**config.mk**
```make
export PLATFORM = sky130hd
export DESIGN_NAME = error_check_scheduler_flat
export DESIGN_NICKNAME = d
export VERILOG_FILES = /design/src/rtl/error_check_scheduler_if.sv /design/src/rtl/error_check_scheduler.sv /design/src/flat_wrapper.sv
export SDC_FILE = /design/constraint.sdc
export NUM_CORES = 1
export LEC_CHECK = 0
export CORE_MARGIN = 5
export CORE_UTILIZATION = 35
export CTS_BUF_LIST = sky130_fd_sc_hd__clkbuf_2
export CTS_CLUSTER_DIAMETER = 120
export DETAILED_ROUTE_END_ITERATION = 8
export GPL_ROUTABILITY_DRIVEN = 1
export PLACE_DENSITY = 0.68
export SETUP_SLACK_MARGIN = 0.3
export SYNTH_ARGS = -nofsm -noshare
export SYNTH_HDL_FRONTEND = slang
export SYNTH_SLANG_ARGS = --single-unit
```
**constraint.sdc**
```tcl
create_clock -name clk -period 3.9 [get_ports clk]
set_input_delay 0.78 -clock clk [delete_from_list [all_inputs] [get_ports clk]]
set_output_delay 0.78 -clock clk [all_outputs]
set_load 0.03 [all_outputs]
```
**src/rtl/error_check_scheduler_if.sv**
```systemverilog
// Bundle between the channel front-ends / shared checker (master) and the scheduler (slave).
// Carries requests, checker handshake, per-channel results, counts and alarms.
interface error_check_scheduler_if #(
  parameter int unsigned NUM_CH = 4,
  parameter int unsigned WIDTH  = 8,
  parameter int unsigned CNT_W  = 8
);
  localparam int unsigned CH_W = (NUM_CH > 1) ? $clog2(NUM_CH) : 1;

  logic [NUM_CH-1:0]       req;
  logic [NUM_CH*WIDTH-1:0] req_data;
  logic [NUM_CH-1:0]       gnt;
  logic [WIDTH-1:0]        chk_data;
  logic                    chk_valid;
  logic                    chk_err;
  logic                    rsp_valid;
  logic [CH_W-1:0]         rsp_ch;
  logic                    rsp_err;
  logic [NUM_CH*CNT_W-1:0] err_cnt;
  logic [NUM_CH-1:0]       alarm;
  logic [NUM_CH-1:0]       clr;

  modport master (
    output req, req_data, clr, chk_err,
    input  gnt, chk_data, chk_valid, rsp_valid, rsp_ch, rsp_err, err_cnt, alarm
  );

  modport slave (
    input  req, req_data, clr, chk_err,
    output gnt, chk_data, chk_valid, rsp_valid, rsp_ch, rsp_err, err_cnt, alarm
  );
endinterface

```
**src/rtl/error_check_scheduler.sv**
```systemverilog
// Round-robin scheduler sharing one registered error checker among NUM_CH requesters,
// with per-channel saturating error counts and a sticky consecutive-error alarm.
module error_check_scheduler #(
  parameter int unsigned NUM_CH   = 4,
  parameter int unsigned WIDTH    = 8,
  parameter int unsigned CNT_W    = 8,
  parameter int unsigned ALARM_TH = 3
) (
  input  logic                    clk,
  input  logic                    reset_n,
  error_check_scheduler_if.slave  bus
);
  localparam int unsigned CH_W = (NUM_CH > 1) ? $clog2(NUM_CH) : 1;

  typedef enum logic [1:0] {StIdle, StIssue, StWait, StReport} state_e;

  state_e            state_q, state_d;
  logic [CH_W-1:0]   last_q, sel_q, pick;
  logic              pick_valid, capture;
  logic [WIDTH-1:0]  data_q;
  logic              rsp_err_q;
  int unsigned       rr_idx;

  logic [CNT_W-1:0]  cnt_q  [NUM_CH];
  logic [CNT_W-1:0]  cnt_d  [NUM_CH];
  logic [3:0]        cons_q [NUM_CH];
  logic [3:0]        cons_d [NUM_CH];
  logic [NUM_CH-1:0] alarm_q, alarm_d;

  // First requester after the last granted one; the last granted one has lowest priority.
  always_comb begin
    pick       = '0;
    pick_valid = 1'b0;
    rr_idx     = 0;
    for (int unsigned i = 1; i <= NUM_CH; i++) begin
      rr_idx = (32'(last_q) + i) % NUM_CH;
      if (!pick_valid && bus.req[rr_idx]) begin
        pick       = CH_W'(rr_idx);
        pick_valid = 1'b1;
      end
    end
  end

  always_comb begin
    state_d = state_q;
    capture = 1'b0;
    unique case (state_q)
      StIdle: begin
        if (pick_valid) begin
          capture = 1'b1;
          state_d = StIssue;
        end
      end
      StIssue: state_d = StWait;
      StWait:  state_d = StReport;
      StReport: begin
        if (pick_valid) begin
          capture = 1'b1;
          state_d = StIssue;
        end else begin
          state_d = StIdle;
        end
      end
      default: state_d = StIdle;
    endcase
  end

  always_ff @(posedge clk or negedge reset_n) begin
    if (!reset_n) begin
      state_q   <= StIdle;
      last_q    <= CH_W'(NUM_CH - 1);
      sel_q     <= '0;
      data_q    <= '0;
      rsp_err_q <= 1'b0;
    end else begin
      state_q <= state_d;
      if (capture) begin
        last_q <= pick;
        sel_q  <= pick;
        data_q <= bus.req_data[32'(pick)*WIDTH +: WIDTH];
      end
      // The checker flag is only meaningful the cycle after ISSUE.
      if (state_q == StWait) begin
        rsp_err_q <= bus.chk_err;
      end
    end
  end

  // Clear is applied before the REPORT update so a same-cycle error counts once.
  always_comb begin
    for (int c = 0; c < NUM_CH; c++) begin
      cnt_d[c]   = cnt_q[c];
      cons_d[c]  = cons_q[c];
      alarm_d[c] = alarm_q[c];
      if (bus.clr[c]) begin
        cnt_d[c]   = '0;
        cons_d[c]  = '0;
        alarm_d[c] = 1'b0;
      end
      if (state_q == StReport && sel_q == CH_W'(c)) begin
        if (rsp_err_q) begin
          if (cnt_d[c] != {CNT_W{1'b1}}) begin
            cnt_d[c] = cnt_d[c] + 1'b1;
          end
          if (cons_d[c] < 4'(ALARM_TH)) begin
            cons_d[c] = cons_d[c] + 4'd1;
          end
          if (cons_d[c] == 4'(ALARM_TH)) begin
            alarm_d[c] = 1'b1;
          end
        end else begin
          cons_d[c] = '0;
        end
      end
    end
  end

  always_ff @(posedge clk or negedge reset_n) begin
    if (!reset_n) begin
      for (int c = 0; c < NUM_CH; c++) begin
        cnt_q[c]  <= '0;
        cons_q[c] <= '0;
      end
      alarm_q <= '0;
    end else begin
      for (int c = 0; c < NUM_CH; c++) begin
        cnt_q[c]  <= cnt_d[c];
        cons_q[c] <= cons_d[c];
      end
      alarm_q <= alarm_d;
    end
  end

  always_comb begin
    bus.gnt       = (state_q == StIssue) ? (NUM_CH'(1) << sel_q) : '0;
    bus.chk_valid = (state_q == StIssue);
    bus.chk_data  = (state_q == StIssue) ? data_q : '0;
    bus.rsp_valid = (state_q == StReport);
    bus.rsp_ch    = sel_q;
    bus.rsp_err   = rsp_err_q;
    bus.alarm     = alarm_q;
    bus.err_cnt   = '0;
    for (int c = 0; c < NUM_CH; c++) begin
      bus.err_cnt[c*CNT_W +: CNT_W] = cnt_q[c];
    end
  end
endmodule

```
**src/flat_wrapper.sv**
```systemverilog
// flat-port wrapper written by rule: the top's interface ports become plain ports
module error_check_scheduler_flat 
#(
  parameter int unsigned NUM_CH   = 4,
  parameter int unsigned WIDTH    = 8,
  parameter int unsigned CNT_W    = 8,
  parameter int unsigned ALARM_TH = 3
)
  (clk, reset_n, bus_req, bus_req_data, bus_clr, bus_chk_err, bus_gnt, bus_chk_data, bus_chk_valid, bus_rsp_valid, bus_rsp_ch, bus_rsp_err, bus_err_cnt, bus_alarm);
  error_check_scheduler_if #(.NUM_CH(NUM_CH), .WIDTH(WIDTH), .CNT_W(CNT_W)) bus_i ();
  input  logic clk;
  input  logic reset_n;
  input wire logic [$bits(bus_i.req)-1:0] bus_req;
  input wire logic [$bits(bus_i.req_data)-1:0] bus_req_data;
  input wire logic [$bits(bus_i.clr)-1:0] bus_clr;
  input wire logic [$bits(bus_i.chk_err)-1:0] bus_chk_err;
  output wire logic [$bits(bus_i.gnt)-1:0] bus_gnt;
  output wire logic [$bits(bus_i.chk_data)-1:0] bus_chk_data;
  output wire logic [$bits(bus_i.chk_valid)-1:0] bus_chk_valid;
  output wire logic [$bits(bus_i.rsp_valid)-1:0] bus_rsp_valid;
  output wire logic [$bits(bus_i.rsp_ch)-1:0] bus_rsp_ch;
  output wire logic [$bits(bus_i.rsp_err)-1:0] bus_rsp_err;
  output wire logic [$bits(bus_i.err_cnt)-1:0] bus_err_cnt;
  output wire logic [$bits(bus_i.alarm)-1:0] bus_alarm;
  assign bus_i.req = bus_req;
  assign bus_i.req_data = bus_req_data;
  assign bus_i.clr = bus_clr;
  assign bus_i.chk_err = bus_chk_err;
  assign bus_gnt = bus_i.gnt;
  assign bus_chk_data = bus_i.chk_data;
  assign bus_chk_valid = bus_i.chk_valid;
  assign bus_rsp_valid = bus_i.rsp_valid;
  assign bus_rsp_ch = bus_i.rsp_ch;
  assign bus_rsp_err = bus_i.rsp_err;
  assign bus_err_cnt = bus_i.err_cnt;
  assign bus_alarm = bus_i.alarm;
  error_check_scheduler #(.NUM_CH(NUM_CH), .WIDTH(WIDTH), .CNT_W(CNT_W), .ALARM_TH(ALARM_TH)) u_core (.clk(clk), .reset_n(reset_n), .bus(bus_i));
endmodule
```
**After elaboration in Yosys (flattened, before gate mapping)**

Index checks and enable logic that the tools add are counted.
Widths: inputs -> output; s select.

- Add/sub/neg operators: 12
- $mul: 0
- Divide/modulo/power cells: 0
- Magnitude comparators: 8
- Equal/unequal tests: 15
- Shift operators: 2
- Mux-type cells: 79
- Bitwise logic cells: 0
- Reductions and logical operators: 13

Operator list:

| operator | count |
|---|---|
| $mux 8 | 17 |
| $mux 4 | 25 |
| $add 8x1->8 const B | 4 |
| $ne 8x8->1 const B | 4 |
| $shiftx 32x6->8 | 1 |
| $mux 1 | 27 |
| $add 4x1->4 const B | 4 |
| $eq 4x2->1 const B | 4 |
| $lt 4x2->1 const B | 4 |
| $lt 2x3->1 const B | 4 |
| $mux 2 | 5 |
| $bmux 1 s2 | 4 |
| $eq 2x2->1 const B | 4 |
| $pmux 2 s4 | 1 |
| $logic_and 1x1->1 | 7 |
| $add 2x1->2 const B | 2 |
| $add 2x2->2 const B | 2 |
| $eq 2x1->1 const B | 2 |
| $logic_not 2->1 | 2 |
| $shl 1x2->4 const A | 1 |
| $logic_not 1->1 | 3 |
| $ne 2x1->1 const B | 1 |
| $reduce_or 2->1 | 1 |

- Register bits after elaboration: 67
- Latch bits: 0
- Bits in writable memories: 0
- Bits in read-only memories: 0
- Input port bits: 43
- Output and inout port bits: 53
- Logic and storage cells: 143
- Memories kept: 0

**Logic depth before layout (Yosys ltp)**

- Depth after elaboration: 15
- Mapped depth: 8
- Mapped depth without buffers: 8

**Least setup slack after synthesis**

OpenSTA, ideal clock, no wires.

- Path kind: register -> output
- Start: reg u_core.state_q[1]
- End: out bus_gnt[0]
- Data arrival time: 1.649 ns
- Data required time: 3.120 ns
- Slack: 1.471 ns
- Stages on the path, launching flop included: 4
- Path buffers: 0
- Cells stage by stage: dfrtp_1 > inv_1 > ha_1 > nor3b_1

- Cells in the longest elaborated chain, start to end: 2

RTL lines:

| element | RTL line | RTL |
|---|---|---|
| from (decl) | error_check_scheduler.sv:17 | `state_e state_q, state_d;` |
| from (signal assigned) | error_check_scheduler.sv:70 | `state_q <= StIdle;` |
| from (signal assigned) | error_check_scheduler.sv:76 | `state_q <= state_d;` |
| $eq 2x1->1 | -- |  |
| net bus_chk_valid | flat_wrapper.sv:19 | `output wire logic [$bits(bus_i.chk_valid)-1:0] bus_chk_valid;` |
| $mux 4 | error_check_scheduler.sv:135 | `bus.gnt = (state_q == StIssue) ? (NUM_CH'(1) << sel_q) : '0;` |
| to (decl) | flat_wrapper.sv:17 | `output wire logic [$bits(bus_i.gnt)-1:0] bus_gnt;` |

The timed path passes the listed nets, and every way through them passes these cells.

**Final worst setup path**

- Start: reg u_core.state_q[1]
- End: out bus_gnt[0]

- Cells in the longest elaborated chain, start to end: 2

RTL lines:

| element | RTL line |
|---|---|
| $eq 2x1->1 | error_check_scheduler.sv:135 |
| $mux 4 | error_check_scheduler.sv:135 |

Every way passes these cells.

==> impl_metrics.tcl <==
set metrics [dict create \
    setup_violations 0 \
    vias_per_cell 5.20 \
    cts_setup_buffers 0 \
    synth_fp_nets 461 \
    worst-path-buf-inv 2 \
    dieArea_sq_mm 0.0135 \
    required_ns 3.12 \
    synthArstFlopShare_pct 100 \
    cts_hold_buf 0 \
    grt_overflow 0 \
    r2r-start "u_core.last_q[1]" \
    antenna_found_initial 0 \
    vias 3352 \
    grt_pass1_wl_mm 16.1 \
    cts_repair_resize_count 0 \
    end_kind "primary output" \
    ys.flop_type "dfrtp_1" \
    slew_violations 0 \
    irDropWorstVdd_mv 0.345 \
    post-route-period-util_pct 82.5 \
    cp-start-kind "register" \
    crit_path_max_fanout 13 \
    num_rows 38 \
    cts-root-buf "clkbuf_2" \
    p_per_area_mw_per_mm2 485 \
    worstRegToRegCells 5 \
    drcViolationCount 0 \
    min_period_ns 3.22 \
    rsz0062_at_grt "no" \
    rr_endpoint "u_core.data_q[0]" \
    critPathTopFamily "buffers and inverters" \
    syn_inst 405 \
    gp_congestion 0.789 \
    wl_per_cell_um 14.7 \
    hpwl_mm 7.07 \
    drtIter0Drc 168 \
    hold_path.class "input pin to asynchronous set/reset pin" \
    crit_type "register to primary output" \
    grt_max_degree 39 \
    worstSkewPairLatency_ns 0.48 \
    worst_pin_slew_ns 0.734 \
    port_buffers 95 \
    clk_pin_slew_ns 0.18 \
    crit_chain "inv_1 -> ha_1 -> nor3b_1 -> clkdlybuf4s50_1" \
    cts_tree "yes" \
    drive_above_1_share_pct 6.94 \
    tns_ns 0 \
    cts_buffer_depth 2 \
    slew_headroom_pct 51.1 \
    die_w_um 116 \
    cts-htree-levels 3 \
    yosysSeqAreaShare_pct 42.5 \
    regToRegSetupSlack_ns 1.82 \
    yosysWarnings 0 \
    p_leak_nw 2.31 \
    ant_nets 0 \
    die_y_um 116 \
    crit_arrival_ns 2.44 \
    maxCapViolCount 0 \
    syn_area_sq_mm 0.00395 \
    drt-total-wl_mm 9.47 \
    num_io_pins 96 \
    synth_edf_count 0 \
    area_delta_synth_final_pct 29.9 \
    fmax_mhz 311 \
    grt.total_usage_pct 14.6 \
    yosysUniqueCellTypes 54 \
    nNetsFinal 555 \
    n_antenna_cell 0 \
    crit_slowest_cell "clkdlybuf4s50_1" \
    status "complete, no violations" \
    synth-seq-cells 67 \
    coreArea_sq_mm 0.0109 \
    grt_pass1_vias 3477 \
    crit_path_max_incr_delay_ns 0.71 \
    avgSynthCellArea_sq_um 9.75 \
    hold_viol_final 0 \
    finClkSkew_ns 0.0312 \
    cts_buffers 9 \
    hold_slack_ns 0.328 \
    cts.sinks 67 \
    start_util_pct 36.1 \
    drt_first_pass_iters 4 \
]
-- cell usage in the layout, fill, tap and decap left out, drive strengths merged, types with 9 or more instances in the layout --
| cell | synthesis | layout |
|---|---|---|
| o21ai | 13 | 13 |
| mux2i | 23 | 23 |
| a31oi | 9 | 9 |
| nand4 | 10 | 10 |
| dfrtp | 65 | 65 |
| clkbuf | 6 | 10 |
| and2 | 19 | 19 |
| nand2 | 40 | 40 |
| nor2 | 22 | 22 |
| inv | 13 | 13 |
| and3 | 10 | 10 |
| ha | 13 | 13 |
| xor2 | 12 | 12 |
| nor2b | 28 | 28 |
| a21oi | 19 | 19 |
| clkdlybuf4s50 | 0 | 94 |
-- layer usage --
layer  global-route usage (%)  wire length [um]  vias to the layer above
met5                        0                 0                        -
met4                     4.64               144                        0
met3                     4.97               682                       13
met2                     23.8              4440                       95
met1                     18.3              4190                     1592
li1                         -                 -                     1652
-- per-stage QoR --
stage	total power (W)	utilization (%)	setup slack (ns)	instances	area (sq um)
global placement	0.00203	45.7	0.936	628	5000
floorplan	0.00170	-	1.47	405	3950
finish	0.00249	46.9	0.684	644	5130
global route	0.00267	46.9	0.463	644	5130
CTS	0.00252	46.9	0.598	644	5130
detailed placement	0.00205	45.7	0.827	628	5000
-- worst reg2reg max path: stages (launching register included) --
cell and delay [ns]:
dfstp_2 0.64, mux2i_1 0.21, o22ai_1 0.14, a21oi_4 0.52, mux2i_1 0.33, o221ai_1 0.14
-- state kept, by name, summed over array words and instances (netlist names) --
name / cells
u_core.bus.err_cnt: 32
u_core.cons_q: 16
u_core.data_q: 8
u_core.bus.alarm: 4
u_core.bus.rsp_ch: 2
u_core.last_q: 2
u_core.state_q: 2
u_core.bus.rsp_err: 1
-- how the worst max path moves through the flow --
stage	startpoint	end	slack (ns)	cells after the start
floorplan	u_core.state_q[1]	bus_gnt[0]	1.47	3
global placement	bus_clr[1]	u_core.bus.err_cnt[11]	0.94	8
detailed placement	bus_clr[0]	u_core.bus.err_cnt[4]	0.83	8
CTS	u_core.state_q[1]	bus_gnt[0]	0.60	4
global route	u_core.state_q[1]	bus_gnt[0]	0.46	4
finish	u_core.state_q[1]	bus_gnt[0]	0.68	4
-- cells by family after synthesis --
| group | synth area share [%] |
|---|---|
| buffers and inverters | 3.36 |
| flip-flops | 42.5 |
| multiplexers | 6.97 |
| adder cells (fa/ha/maj) | 4.12 |
| XOR/XNOR | 3.99 |
| AND/OR/NAND/NOR | 23.6 |
| AO/OA/AOI/OAI | 15.4 |
-- area by class of cell --
type | instances | area, sq um
Clock buffer | 10 | 50.0
Clock inverter | 6 | 80.1
Fill cell | 1073 | 5800
Inverter | 13 | 48.8
Multi-Input combinational cell | 311 | 2140
Sequential cell | 67 | 1680
Tap cell | 140 | 175
Timing Repair Buffer | 97 | 961
-- power breakdown --
part / total, W / internal (W) / switching, W / leakage [nW]
sequential: 0.000949 / 0.000813 / 0.000136 / 0.903
combinational: 0.00109 / 0.000449 / 0.000637 / 1.33
clock: 0.000453 / 0.000210 / 0.000244 / 0.0770
-- Yosys cell counts (3+ instances only) --
master | instances | area [sq um]
and2_1 | 19 | 119
and4b_1 | 3 | 30.0
a31oi_1 | 8 | 50.1
nand4_1 | 10 | 62.6
o221ai_1 | 8 | 70.1
nor3b_1 | 3 | 22.5
o21ai_0 | 11 | 55.1
a21oi_1 | 18 | 90.1
inv_1 | 13 | 48.8
nor2b_1 | 28 | 175
nor2_1 | 22 | 82.6
nor4_1 | 3 | 18.8
a22o_1 | 3 | 26.3
nand2b_1 | 4 | 25.0
xor2_1 | 12 | 105
a211oi_1 | 4 | 30.0
and3_1 | 10 | 62.6
mux2i_1 | 23 | 230
ha_1 | 13 | 163
nand2_1 | 40 | 150
o21bai_1 | 3 | 22.5
mux2_2 | 4 | 45.0
o21ba_2 | 4 | 40.0
a21o_1 | 3 | 22.5
nor3_1 | 8 | 40.0
o311a_1 | 4 | 40.0
buf_2 | 6 | 30.0
nand3_1 | 8 | 40.0
dfrtp_1 | 65 | 1630
xnor2_1 | 6 | 52.6
clkbuf_1 | 6 | 22.5
No activity file was read; power rests on OpenSTA's default activity.
